File: config.mk
export PLATFORM = sky130hd
export DESIGN_NAME = pipeline_hazard_ctrl_flat
export DESIGN_NICKNAME = d
export VERILOG_FILES = /design/src/rtl/pipeline_hazard_ctrl_if.sv /design/src/rtl/pipeline_hazard_ctrl.sv /design/src/flat_wrapper.sv
export SDC_FILE = /design/constraint.sdc
export NUM_CORES = 1
export LEC_CHECK = 0
export BUFFER_PORTS_ARGS = -buffer_cell sky130_fd_sc_hd__buf_4
export CAP_MARGIN = 20
export CORE_AREA = 2 2 39 41
export CTS_BUF_LIST = sky130_fd_sc_hd__clkbuf_4 sky130_fd_sc_hd__clkbuf_8
export CTS_CLUSTER_SIZE = 12
export DETAILED_ROUTE_END_ITERATION = 10
export DIE_AREA = 0 0 41 43
export MAX_ROUTING_LAYER = met4
export PLACE_DENSITY = 0.78
export SLEW_MARGIN = 20
export SYNTH_ARGS = -nofsm -noshare
export SYNTH_HDL_FRONTEND = slang
export SYNTH_SLANG_ARGS = --single-unit
File: constraint.sdc
create_clock -name clk -period 2.2 [get_ports clk]
set_input_delay 0.33 -clock clk [delete_from_list [all_inputs] [get_ports clk]]
set_output_delay 0.33 -clock clk [all_outputs]
set_load 0.01 [all_outputs]
File: src/rtl/pipeline_hazard_ctrl_if.sv
// Hazard controller bundle: the pipeline's hazard-relevant stage signals
// plus the hold/bubble/flush enables returned to the pipeline registers.
// master = pipeline datapath side, slave = hazard controller side.
interface pipeline_hazard_ctrl_if #(
    parameter int REG_AW = 5
);
    logic [REG_AW-1:0] rs_id;
    logic [REG_AW-1:0] rt_id;
    logic              uses_rt_id;
    logic              memread_ex;
    logic [REG_AW-1:0] regaddr_ex;
    logic              branch_taken_ex;
    logic              dmem_req_mem;
    logic              dmem_ready;

    logic              hold_pc;
    logic              hold_ifid;
    logic              flush_ifid;
    logic              bubble_idex;
    logic              hold_exmem;
    logic              bubble_memwb;
    logic              mem_err;
    logic [1:0]        ctrl_state;

    modport master (
        output rs_id, rt_id, uses_rt_id, memread_ex, regaddr_ex,
               branch_taken_ex, dmem_req_mem, dmem_ready,
        input  hold_pc, hold_ifid, flush_ifid, bubble_idex, hold_exmem,
               bubble_memwb, mem_err, ctrl_state
    );

    modport slave (
        input  rs_id, rt_id, uses_rt_id, memread_ex, regaddr_ex,
               branch_taken_ex, dmem_req_mem, dmem_ready,
        output hold_pc, hold_ifid, flush_ifid, bubble_idex, hold_exmem,
               bubble_memwb, mem_err, ctrl_state
    );
endinterface

File: src/rtl/pipeline_hazard_ctrl.sv
// Stall/flush sequencer for the 5-stage pipeline: load-use stalls,
// taken-branch flushes and multi-cycle data-memory waits with timeout.
// Optional macro HAZARD_PERF_CNT_EN adds saturating 32-bit stall counters.
//
// state    | meaning
// ---------+-----------------------------------------------------------
// S_RUN    | normal flow, hazards detected combinationally each cycle
// S_LU     | second load-use bubble cycle (LU_STALL == 2 only)
// S_MEMW   | waiting on dmem_ready, everything up to MEM/WB frozen
// S_FLUSH  | cycle after a taken branch, wrong-path fetch squashed
module pipeline_hazard_ctrl #(
    parameter int REG_AW       = 5,
    parameter int DMEM_TIMEOUT = 15,
    parameter int LU_STALL     = 1
) (
    input  logic                  clk,
    input  logic                  rst,
    pipeline_hazard_ctrl_if.slave hz
`ifdef HAZARD_PERF_CNT_EN
    ,
    output logic [31:0]           lu_stall_cnt,
    output logic [31:0]           mem_wait_cnt,
    output logic [31:0]           flush_cnt
`endif
);

    typedef enum logic [1:0] {
        S_RUN   = 2'b00,
        S_LU    = 2'b01,
        S_MEMW  = 2'b10,
        S_FLUSH = 2'b11
    } state_t;

    localparam int            CW      = $clog2(DMEM_TIMEOUT + 1);
    localparam logic [CW-1:0] CNT_MAX = CW'(DMEM_TIMEOUT);
    // wait_cnt counts cycles already waited; the current cycle is one more
    localparam logic [CW-1:0] CNT_TC  = CW'(DMEM_TIMEOUT - 1);

    state_t            state_q, state_d;
    logic [CW-1:0]     wait_cnt_q, wait_cnt_d;

    logic [REG_AW-1:0] rs, rt, ra;
    logic              lu, mw;
    logic              hold_pc_c, hold_ifid_c, flush_ifid_c, bubble_idex_c;
    logic              hold_exmem_c, bubble_memwb_c, mem_err_c;

    assign rs = hz.rs_id;
    assign rt = hz.rt_id;
    assign ra = hz.regaddr_ex;

    assign lu = hz.memread_ex && (ra != '0) &&
                ((ra == rs) || (hz.uses_rt_id && (ra == rt)));
    assign mw = hz.dmem_req_mem && !hz.dmem_ready;

    // State and wait counter registers
    always_ff @(posedge clk) begin
        if (rst) begin
            state_q    <= S_RUN;
            wait_cnt_q <= '0;
        end else begin
            state_q    <= state_d;
            wait_cnt_q <= wait_cnt_d;
        end
    end

    // Next-state and hold/bubble enables from state plus live hazards
    always_comb begin
        state_d        = S_RUN;
        wait_cnt_d     = '0;
        hold_pc_c      = 1'b0;
        hold_ifid_c    = 1'b0;
        flush_ifid_c   = 1'b0;
        bubble_idex_c  = 1'b0;
        hold_exmem_c   = 1'b0;
        bubble_memwb_c = 1'b0;
        mem_err_c      = 1'b0;
        case (state_q)
            S_RUN, S_LU: begin
                if (mw) begin
                    // ID/EX is frozen by leaving bubble_idex low
                    hold_pc_c      = 1'b1;
                    hold_ifid_c    = 1'b1;
                    hold_exmem_c   = 1'b1;
                    bubble_memwb_c = 1'b1;
                    state_d        = S_MEMW;
                    wait_cnt_d     = CW'(1);
                end else if (state_q == S_LU) begin
                    hold_pc_c     = 1'b1;
                    hold_ifid_c   = 1'b1;
                    bubble_idex_c = 1'b1;
                end else if (hz.branch_taken_ex) begin
                    flush_ifid_c  = 1'b1;
                    bubble_idex_c = 1'b1;
                    state_d       = S_FLUSH;
                end else if (lu) begin
                    hold_pc_c     = 1'b1;
                    hold_ifid_c   = 1'b1;
                    bubble_idex_c = 1'b1;
                    state_d       = (LU_STALL == 2) ? S_LU : S_RUN;
                end
            end
            S_MEMW: begin
                if (hz.dmem_ready) begin
                    // release now so MEM/WB captures the access result
                end else if (wait_cnt_q >= CNT_TC) begin
                    mem_err_c      = 1'b1;
                    bubble_memwb_c = 1'b1;
                end else begin
                    hold_pc_c      = 1'b1;
                    hold_ifid_c    = 1'b1;
                    hold_exmem_c   = 1'b1;
                    bubble_memwb_c = 1'b1;
                    state_d        = S_MEMW;
                    wait_cnt_d     = (wait_cnt_q == CNT_MAX) ? wait_cnt_q
                                                             : wait_cnt_q + 1'b1;
                end
            end
            S_FLUSH: begin
                flush_ifid_c = 1'b1;
            end
            default: begin
                state_d = S_RUN;
            end
        endcase
    end

    // Reset forces every enable low in the reset cycle itself
    assign hz.hold_pc      = hold_pc_c      & ~rst;
    assign hz.hold_ifid    = hold_ifid_c    & ~rst;
    assign hz.flush_ifid   = flush_ifid_c   & ~rst;
    assign hz.bubble_idex  = bubble_idex_c  & ~rst;
    assign hz.hold_exmem   = hold_exmem_c   & ~rst;
    assign hz.bubble_memwb = bubble_memwb_c & ~rst;
    assign hz.mem_err      = mem_err_c      & ~rst;
    assign hz.ctrl_state   = rst ? 2'b00 : state_q;

`ifdef HAZARD_PERF_CNT_EN
    logic        lu_hold;
    logic [31:0] lu_cnt_q, mw_cnt_q, fl_cnt_q;

    // Only the load-use case asserts hold_pc together with bubble_idex
    assign lu_hold = hold_pc_c & bubble_idex_c;

    // Saturating per-cause stall cycle counters
    always_ff @(posedge clk) begin
        if (rst) begin
            lu_cnt_q <= '0;
            mw_cnt_q <= '0;
            fl_cnt_q <= '0;
        end else begin
            if (lu_hold && (lu_cnt_q != '1))
                lu_cnt_q <= lu_cnt_q + 32'd1;
            if ((state_q == S_MEMW) && (mw_cnt_q != '1))
                mw_cnt_q <= mw_cnt_q + 32'd1;
            if (flush_ifid_c && (fl_cnt_q != '1))
                fl_cnt_q <= fl_cnt_q + 32'd1;
        end
    end

    assign lu_stall_cnt = lu_cnt_q;
    assign mem_wait_cnt = mw_cnt_q;
    assign flush_cnt    = fl_cnt_q;
`endif

endmodule

File: src/flat_wrapper.sv
// flat-port wrapper written by rule: the top's interface ports become plain ports
module pipeline_hazard_ctrl_flat 
#(
    parameter int REG_AW       = 5,
    parameter int DMEM_TIMEOUT = 15,
    parameter int LU_STALL     = 1
)
  (clk, rst, hz_rs_id, hz_rt_id, hz_uses_rt_id, hz_memread_ex, hz_regaddr_ex, hz_branch_taken_ex, hz_dmem_req_mem, hz_dmem_ready, hz_hold_pc, hz_hold_ifid, hz_flush_ifid, hz_bubble_idex, hz_hold_exmem, hz_bubble_memwb, hz_mem_err, hz_ctrl_state);
  pipeline_hazard_ctrl_if #(.REG_AW(REG_AW)) hz_i ();
  input  logic clk;
  input  logic rst;
  input wire logic [$bits(hz_i.rs_id)-1:0] hz_rs_id;
  input wire logic [$bits(hz_i.rt_id)-1:0] hz_rt_id;
  input wire logic [$bits(hz_i.uses_rt_id)-1:0] hz_uses_rt_id;
  input wire logic [$bits(hz_i.memread_ex)-1:0] hz_memread_ex;
  input wire logic [$bits(hz_i.regaddr_ex)-1:0] hz_regaddr_ex;
  input wire logic [$bits(hz_i.branch_taken_ex)-1:0] hz_branch_taken_ex;
  input wire logic [$bits(hz_i.dmem_req_mem)-1:0] hz_dmem_req_mem;
  input wire logic [$bits(hz_i.dmem_ready)-1:0] hz_dmem_ready;
  output wire logic [$bits(hz_i.hold_pc)-1:0] hz_hold_pc;
  output wire logic [$bits(hz_i.hold_ifid)-1:0] hz_hold_ifid;
  output wire logic [$bits(hz_i.flush_ifid)-1:0] hz_flush_ifid;
  output wire logic [$bits(hz_i.bubble_idex)-1:0] hz_bubble_idex;
  output wire logic [$bits(hz_i.hold_exmem)-1:0] hz_hold_exmem;
  output wire logic [$bits(hz_i.bubble_memwb)-1:0] hz_bubble_memwb;
  output wire logic [$bits(hz_i.mem_err)-1:0] hz_mem_err;
  output wire logic [$bits(hz_i.ctrl_state)-1:0] hz_ctrl_state;
  assign hz_i.rs_id = hz_rs_id;
  assign hz_i.rt_id = hz_rt_id;
  assign hz_i.uses_rt_id = hz_uses_rt_id;
  assign hz_i.memread_ex = hz_memread_ex;
  assign hz_i.regaddr_ex = hz_regaddr_ex;
  assign hz_i.branch_taken_ex = hz_branch_taken_ex;
  assign hz_i.dmem_req_mem = hz_dmem_req_mem;
  assign hz_i.dmem_ready = hz_dmem_ready;
  assign hz_hold_pc = hz_i.hold_pc;
  assign hz_hold_ifid = hz_i.hold_ifid;
  assign hz_flush_ifid = hz_i.flush_ifid;
  assign hz_bubble_idex = hz_i.bubble_idex;
  assign hz_hold_exmem = hz_i.hold_exmem;
  assign hz_bubble_memwb = hz_i.bubble_memwb;
  assign hz_mem_err = hz_i.mem_err;
  assign hz_ctrl_state = hz_i.ctrl_state;
  pipeline_hazard_ctrl #(.REG_AW(REG_AW), .DMEM_TIMEOUT(DMEM_TIMEOUT), .LU_STALL(LU_STALL)) u_core (.clk(clk), .rst(rst), .hz(hz_i));
endmodule
* After elaboration in Yosys (flattened, before gate mapping) *
Index checks and enable logic that the tools add are counted.

cells by class
  $add $sub $neg = 1
  $lt $le $gt $ge = 1
  equal/unequal tests = 7
  muxes and demuxes = 34
  bitwise operators = 7
  reductions and logical operators = 9

operators by type and width
  cell                                                                   count
  1-bit 2-to-1 mux                                                       19
  2-bit 2-to-1 mux                                                       6
  4-bit 2-to-1 mux                                                       3
  5-bit equality test                                                    2
  1-bit case mux with 2 select lines                                     4
  4-bit case mux with 2 select lines                                     1
  1-bit AND                                                              6
  5-bit nonzero test                                                     1
  4-bit by 1-bit adder with 4-bit output, second input constant          1
  2-bit equality test, second input constant                             2
  4-bit equality test, second input constant                             1
  4-bit greater-or-equal comparator, second input constant               1
  1-bit logical AND                                                      4
  4-bit by 3-bit != test with 1-bit output, second input constant        1
  2-bit case mux with 2 select lines                                     1
  2-bit by 1-bit equality test with 1-bit output, second input constant  1
  2-bit zero test                                                        1
  2-bit OR reduction                                                     1
  1-bit zero test                                                        1
  1-bit logical OR                                                       1
  1-bit inverter                                                         1

storage, ports and cells
  bits in registers = 6
  output and inout bits = 9

* Depth between registers and ports, before layout *
Gate-level depths: netlist of run 1.

  word-level depth = 10
  depth in mapped cells = 7

* Least setup slack after synthesis of run 1 *
OpenSTA, ideal clock, no wires.

  path kind = input to output
  start = input hz_regaddr_ex[3]
  end = output hz_hold_pc
  arrival = 1.536 ns
  data required time = 1.870 ns
  setup slack = 0.334 ns
  stages = 6
  path buffers = 1
  cell sequence = xor2_1 > nor4_1 > and3_1 > o221ai_2 > o41ai_2 > buf_4

between the ends
  word-level cells in the longest chain between the ends = 10
  elaborated cells on any way between the ends = 13
  classes of those cells = 2 x eq/ne; 5 x mux; 1 x bitwise; 5 x reduce/logical

RTL lines
  item                                    line                        text
  from (decl)                             flat_wrapper.sv:16          input wire logic [$bits(hz_i.regaddr_ex)-1:0] hz_regaddr_ex;
  5-bit equality test                     pipeline_hazard_ctrl.sv:52  ((ra == rs) || (hz.uses_rt_id && (ra == rt)));
  1-bit logical AND                       pipeline_hazard_ctrl.sv:52
  1-bit logical OR                        pipeline_hazard_ctrl.sv:52
  1-bit logical AND (*)                   pipeline_hazard_ctrl.sv:51  assign lu = hz.memread_ex && (ra != '0) &&
  1-bit 2-to-1 mux (*) (4 in a row)       n/a
  1-bit case mux with 2 select lines (*)  n/a
  1-bit AND (*)                           n/a
  to (decl)                               flat_wrapper.sv:20          output wire logic [$bits(hz_i.hold_pc)-1:0] hz_hold_pc;

Mark *: on every way between the ends. The rest lies on a longest branch, timed or not.

* Worst setup path after layout of run 1 *
  start = register u_core.wait_cnt_q[0]
  end = output hz_hold_exmem

between the ends
  word-level cells in the longest chain between the ends = 5

RTL lines
  item                                line                         text
  from (decl)                         pipeline_hazard_ctrl.sv:40   logic [CW-1:0] wait_cnt_q, wait_cnt_d;
  from (signal assigned)              pipeline_hazard_ctrl.sv:62   wait_cnt_q <= wait_cnt_d;
  4-bit greater-or-equal comparator   pipeline_hazard_ctrl.sv:105  end else if (wait_cnt_q >= CNT_TC) begin
  1-bit 2-to-1 mux                    pipeline_hazard_ctrl.sv:105
  1-bit 2-to-1 mux                    pipeline_hazard_ctrl.sv:103  if (hz.dmem_ready) begin
  1-bit case mux with 2 select lines  pipeline_hazard_ctrl.sv:77   case (state_q)
  1-bit AND                           pipeline_hazard_ctrl.sv:132  assign hz.hold_exmem = hold_exmem_c & ~rst;
  to (decl)                           flat_wrapper.sv:24           output wire logic [$bits(hz_i.hold_exmem)-1:0] hz_hold_exmem;

Every way passes these cells.

==> results of run 1 <==
[per-stage QoR]
step                      worst slack [ns]   util
final                                0.106  0.626
after global routing                0.0115  0.626
after CTS                        0.0000899  0.608
after detailed placement             0.200  0.582
after global placement               0.280  0.582
after floorplan                      0.334      -
[power breakdown]
group	switching [uW]	total, uW	internal (uW)
Combinational	48.8	118	69.3
Sequential	9.15	123	114
Clock	39.1	101	61.6
[area by class of cell]
type,count,area (um^2)
fill,126,518
clock buffer,3,22.5
multi-input combinational,60,443
inverter,1,3.75
tap,16,20.0
timing repair buffer,34,255
sequential,6,121
[registers in the layout, indices dropped and copies added, names as in the netlist]
name,count
u_core.wait_cnt_q,4
u_core.state_q,2
[worst paths after layout]
check	start	end	slack (ns)
hold / removal	rst	u_core.wait_cnt_q[0]	0.34
setup reg to reg	u_core.wait_cnt_q[0]	u_core.wait_cnt_q[0]	0.46
hold reg to reg	u_core.wait_cnt_q[0]	u_core.wait_cnt_q[0]	0.54
setup / recovery	u_core.wait_cnt_q[0]	hz_hold_exmem	0.11
[layer usage]
layer / global-route usage / vias to the layer above / wire, um
met5: - / - / 0
met4: 0.0933 / 0 / 55
met3: 0.0471 / 6 / 66
met2: 0.288 / 23 / 729
met1: 0.208 / 289 / 611
li1: - / 327 / -
[cell usage after synthesis (all sizes together)]
| master | instances |
|---|---|
| nor2 | 9 |
| dfxtp | 6 |
| xor2 | 6 |
| nor2b | 4 |
| xnor2 | 4 |
| a211oi | 3 |
| buf | 3 |
| nand2b | 3 |
| nand3 | 3 |
| a21oi | 2 |
| ha | 2 |
| nand2 | 2 |
| nor3 | 2 |
| nor3b | 2 |
| nor4 | 2 |
| a21boi | 1 |
| a311oi | 1 |
| a31oi | 1 |
| a41o | 1 |
| and3 | 1 |
| clkbuf | 1 |
| inv | 1 |
| mux2i | 1 |
| nor4b | 1 |
| o211ai | 1 |
| o21a | 1 |
| o21ai | 1 |
| o21bai | 1 |
| o221ai | 1 |
| o41ai | 1 |
| or2 | 1 |
| or3 | 1 |
| or4 | 1 |
[repair_timing]
action	CTS	global route
resized for setup	1	1
buffers inserted	1	3
setup endpoints to repair	1	3
pin swaps	0	0
hold endpoints to repair	0	0
[logic make-up after synthesis]
| logic type | synth area share |
|---|---|
| xor gates and xnor gates | 0.151 |
| DFF | 0.206 |
| buffers and inverters | 0.0430 |
| AOI/OAI and AO/OA | 0.222 |
| muxes | 0.0172 |
| adders and majority gates | 0.0430 |
| and+or+nand+nor | 0.318 |
[worst register-to-register path, stage by stage, from the launching register on]
cell and delay (ns):
dfxtp_2 0.36, inv_1 0.07, ha_1 0.21, o211ai_2 0.22, nor3b_4 0.28, buf_4 0.15
buf_4 0.09, a21boi_1 0.04, a311oi_1 0.22
==> metrics.md, run 1 <==
| Metric | Value |
|---|---|
| Hpwl dp | 1.18 mm |
| Peak supply drop | 0.000244 V |
| Setup CP Type | reg -> out |
| Leak | 0.000404 uW |
| Buffers on Ports | 30 |
| ANT nets after route | 0 |
| CP top delay family | simple AND/OR/NAND/NOR gates |
| Clock Tree Root | clkbuf_4 |
| TNS Setup | 0 ns |
| Placed cell area | between 800 and 900 um^2 |
| Worst EP arrival | around 1.8 ns |
| CP Data Required Time | 1.87 ns |
| Syn Inst Count | 71 |
| Pwr dens | between 300 and 400 nW/um^2 |
| Yosys warnings | 0 |
| Most frequent cells in the layout | 34 x buf_4, 9 x nor2_1, 6 x xor2_1, 5 x dfxtp_1, 4 x xnor2_1 |
| Final Hold Viols | 0 |
| Outcome | finished clean |
| IO Count | 31 |
| Seq/Total Area, Yosys | 0.206 |
| Worst setup SP type | register |
| Pwr Total | 342 uW |
| Tot GR Track Use | 0.185 |
| Hold WC Path Type | in -> reg |
| Tmin final | 2.09 ns |
| Fin crit share | 0.952 |
| Clock latency on the worst-skew pair | 0.25 ns |
| CTS Sinks | 6 |
| Final Net Count | 130 |
| WHS | 0.337 ns |
| Core area | 1380 um^2 |
| CTS tree | done |
| CP endpoint kind | output pin |
| Worst Tran Pin Value | 0.344 ns |
| Global-route wire length before repair | 2.21 mm |
| DR pass1 iterations | 4 |
| Placed insts | 113 |
| Unrepaired setup endpoints after global routing | false |
| Chip height | 43 um |
| # setup viols final | 0 |
| FMAX | 478 MHz |
| DRC | 0 |
| Post-Route WL | 1.46 mm |
| Layout cells sized above 1 | 0.413 |
| Cell variety after synth | 36 |
| Max-slew headroom at the worst pin | 0.770 |
| CP Cell Sequence | inv_1 > ha_1 > o211ai_2 > nor3b_4 > nand2b_1 > o21ai_0 > buf_4 |
| Synth Net Count | 95 |
| Number of antenna diodes | 0 |
| Cell taking the most area after synthesis | dfxtp_1 |
| Non-Filler Instances | 120 |
| Share of the synthesized area in the top cell type | 0.206 |
| Max-cap violations | 0 |
| FF-to-FF path depth | 8 |
| Synth top area cells | dfxtp_1 21%, xor2_1 9.0%, xnor2_1 6.0% |
| Avg WL per Cell | 12.2 um |
| Synthesized area | 582 um^2 |
| Largest net degree at the start of global routing | 13 |
| Post-Route Skew | 0.00287 ns |
| CTS Buffer Depth | 2 |
| Critical path fanouts, max | 5 |
| CTS buffer count | 3 |
| Die area | 1760 um^2 |
| Stages on the worst setup path | 7 |
| Max Slew Vio Count | 0 |
| Initial Util | 0.420 |
| GP Congestion | 0.785 |
| FF+latch count, synth | 6 |
| Worst Path Buf+Inv | 2 |
| Vias in the first global route | 568 |
| Syn-to-layout area delta | 48.8% |
| Slowest-stage cell, CP | dfxtp_2 |
| Max incr delay on CP | 0.36 ns |
| Post-route cell area | 866 um^2 |
| Post-synthesis average cell area | 8.19 um^2 |
| Hold depth | 2 |
| Most common cell after layout, fill and taps aside | buf_4 |
| Initial antenna violation count | 0 |
| Num rows | 14 |
| Clock transition at path regs | 0.04 ns |
| Htree depth | 1 |
| Cts hold-fix bufs | 0 |
| Vias post-DR | 645 |
| Die X | just over 40 um |
| Via density | around 5.4 |
| Drt first-iter violations | 4 |
| Congestion Overflow GR | 0 |
No activity file was read; power rests on OpenSTA's default activity.
==> inputs of run 2 (changes only) <==
--- a/config.mk
+++ b/config.mk
@@ -14,6 +14,7 @@
 export DIE_AREA = 0 0 41 43
 export MAX_ROUTING_LAYER = met4
 export PLACE_DENSITY = 0.78
+export REMOVE_ABC_BUFFERS = 1
 export SLEW_MARGIN = 20
 export SYNTH_ARGS = -nofsm -noshare
 export SYNTH_HDL_FRONTEND = slang
==> run 2 against run 1 <==
Non-clock buffer count is 3 lower. First-iteration DRC count grew 75%. Cell count shrank 2.5%. Count of clock-buffer cells in the layout unchanged. Critical path depth unchanged. Highest routed layer unchanged. Flip-flop and latch count unchanged.
==> metrics.md, run 2 (synthesis gave the netlist of run 1 again) <==
| Metric | Value |
|---|---|
| Outcome | finished clean (unchanged) |
| Number of antenna diodes | 0 (unchanged) |
| CP Cell Sequence | inv_1 > ha_1 > o211ai_2 > nor3b_4 > nand2b_1 > o21ai_0 > buf_4 (unchanged) |
| Max-cap violations | 0 (unchanged) |
| Max Slew Vio Count | 0 (unchanged) |
| Max FFs per register | 4 (unchanged) |
| Final Util | 0.609 (was 0.626) |
| Final Net Count | 127 (was 130) |
| Congestion Overflow GR | 0 (unchanged) |
| Tmin final | 2.08 ns (was 2.09 ns) |
| Pwr dens | 406 nW/um^2 (was 395 nW/um^2) |
| Chip height | 43 um (unchanged) |
| Via density | 5.32 (was 5.38) |
| FILL cells | 138 (was 126) |
| Pwr Total | 342 uW (about the same) |
| IO Count | 31 (unchanged) |
| Most frequent cells in the layout | 31 x buf_4, 9 x nor2_1, 6 x xor2_1, 5 x dfxtp_1, 4 x xnor2_1 (was 34 x buf_4, 9 x nor2_1, 6 x xor2_1, 5 x dfxtp_1, 4 x xnor2_1) |
| Worst Tran Pin Value | 0.357 ns (was 0.344 ns) |
| CTS buffer count | 3 (unchanged) |
| Initial Util | 0.420 (unchanged) |
| Post-Route Skew | 0.00164 ns (was 0.00287 ns) |
| Clk pwr share | 0.304 (was 0.295) |
| Setup CP Type | reg -> out (unchanged) |
| Critical path fanouts, max | 5 (unchanged) |
| Tot GR Track Use | 0.179 (was 0.185) |
| Num rows | 14 (unchanged) |
| Power Internal | 242 uW (was 245 uW) |
| ANT nets after route | 0 (unchanged) |
| Vias in the first global route | 572 (was 568) |
| Largest net degree at the start of global routing | 13 (unchanged) |
| Leak | 0.000390 uW (was 0.000404 uW) |
| Net switching power | 100 uW (was 97.1 uW) |
| Final Hold Viols | 0 (unchanged) |
| Hpwl dp | 1.13 mm (was 1.18 mm) |
| Avg WL per Cell | 12.3 um (was 12.2 um) |
| Vias post-DR | 623 (was 645) |
| DR pass1 iterations | 3 (was 4) |
| Htree depth | 1 (unchanged) |
| Worst EP arrival | 1.75 ns (was 1.76 ns) |
| Comb power frac | 0.337 (was 0.345) |
| Max-slew headroom at the worst pin | 0.761 (was 0.770) |
| Largest Register | u_core.wait_cnt_q (unchanged) |
| Layout cells sized above 1 | 0.396 (was 0.413) |
| Post-Route WL | 1.44 mm (was 1.46 mm) |
| CTS tree | done (unchanged) |
| Initial antenna violation count | 0 (unchanged) |
| Drt first-iter violations | 7 (was 4) |
| Most common cell after layout, fill and taps aside | buf_4 (unchanged) |
| Sw Share | 0.293 (was 0.284) |
| DRC | 0 (unchanged) |
| Top Registers | u_core.wait_cnt_q (4), u_core.state_q (2) (unchanged) |
| # setup viols final | 0 (unchanged) |
| CTS Sinks | 6 (unchanged) |
| Global-route wire length before repair | 2.18 mm (was 2.21 mm) |
| Slowest-stage cell, CP | dfxtp_2 (unchanged) |
| Die area | 1760 um^2 (unchanged) |
| Flop pwr share | 0.359 (was 0.360) |
| Die X | 41 um (unchanged) |
| CP endpoint kind | output pin (unchanged) |
| Buffers on Ports | 30 (unchanged) |
| Clock Tree Root | clkbuf_4 (unchanged) |
| Clock latency on the worst-skew pair | 0.24 ns (was 0.25 ns) |
| Reg2Reg Setup Slack | 0.61 ns (was 0.46 ns) |
| Clock transition at path regs | 0.05 ns (was 0.04 ns) |
| GP Congestion | 0.725 (was 0.785) |
| CP Data Required Time | 1.87 ns (about the same) |
| Peak supply drop | 0.000202 V (was 0.000244 V) |
| Syn-to-layout area delta | 44.9% (was 48.8%) |
| Max incr delay on CP | 0.36 ns (about the same) |
| Worst setup SP type | register (unchanged) |
| Hold WC Path Type | in -> reg (unchanged) |
| TNS Setup | 0 ns (unchanged) |
| FMAX | 482 MHz (was 478 MHz) |
| Cts hold-fix bufs | 0 (unchanged) |
| Unrepaired setup endpoints after global routing | false (unchanged) |
| Fin crit share | 0.943 (was 0.952) |
| CTS Buffer Depth | 2 (unchanged) |
| Core area | 1380 um^2 (unchanged) |
[run 2: cell count changes in the layout (fill, tap and decap cells not counted)]
| cell | change |
|---|---|
| buf_4 | -3 |
[run 2: final cells by class]
| type | count | area (um^2) | share of cell area |
|---|---|---|---|
| inverter | 1 | 3.75 | 0.00445 |
| sequential | 6 | 121 | 0.144 |
| timing repair buffer | 31 | 233 | 0.276 |
| tap | 16 | 20.0 | 0.0237 |
| multi-input combinational | 60 | 443 | 0.525 |
| clock buffer | 3 | 22.5 | 0.0267 |
[run 2: final timing paths]
kind,from,endpoint,depth (start not counted)
max,u_core.wait_cnt_q[0],hz_hold_exmem,7
min,rst,u_core.wait_cnt_q[0],2
min reg2reg,u_core.wait_cnt_q[0],u_core.wait_cnt_q[0],2
max reg2reg,u_core.wait_cnt_q[0],u_core.wait_cnt_q[0],7
[run 2: timing repair]
| item | CTS | global route |
|---|---|---|
| endpoints found under the setup margin | 0 | 3 |
| setup buffers | 0 | 1 |
| gates resized for setup | 0 | 2 |
[run 2: through the flow]
stage | hold slack, ns | area, um^2 | cells | setup WS, ns
2_1_floorplan | 0.402 | 561 | 67 | 0.417
3_3_place_gp | 0.540 | 806 | 113 | 0.300
3_5_place_dp | 0.566 | 806 | 113 | 0.245
4_1_cts | 0.334 | 828 | 116 | 0.0242
5_1_grt | 0.348 | 843 | 117 | 0.0217
6_report | 0.340 | 843 | 117 | 0.125
[run 2: power by group through the flow]
stage | clock network [uW] | registers, uW | logic (uW)
after global placement | 0 | 124 | 110
after floorplan | 0 | 122 | 52.5
final | 104 | 123 | 115
after global routing | 112 | 124 | 126
after CTS | 107 | 122 | 113
after detailed placement | 0 | 124 | 112
[run 2: critical path: cells and delay by family, from the launching register on]
| family | cells | cell delay (ns) |
|---|---|---|
| simple gates | 2 | 0.41 |
| fa+ha+maj | 1 | 0.21 |
| buf+inv | 2 | 0.23 |
| flops | 1 | 0.36 |
| compound gates | 2 | 0.30 |
[run 2: metal layers]
layer,track usage,vias up,share of wire
met5,-,-,0
met3,0.0157,2,0.037
met4,0.100,0,0.0097
met2,0.325,17,0.56
li1,-,319,-
met1,0.169,285,0.39
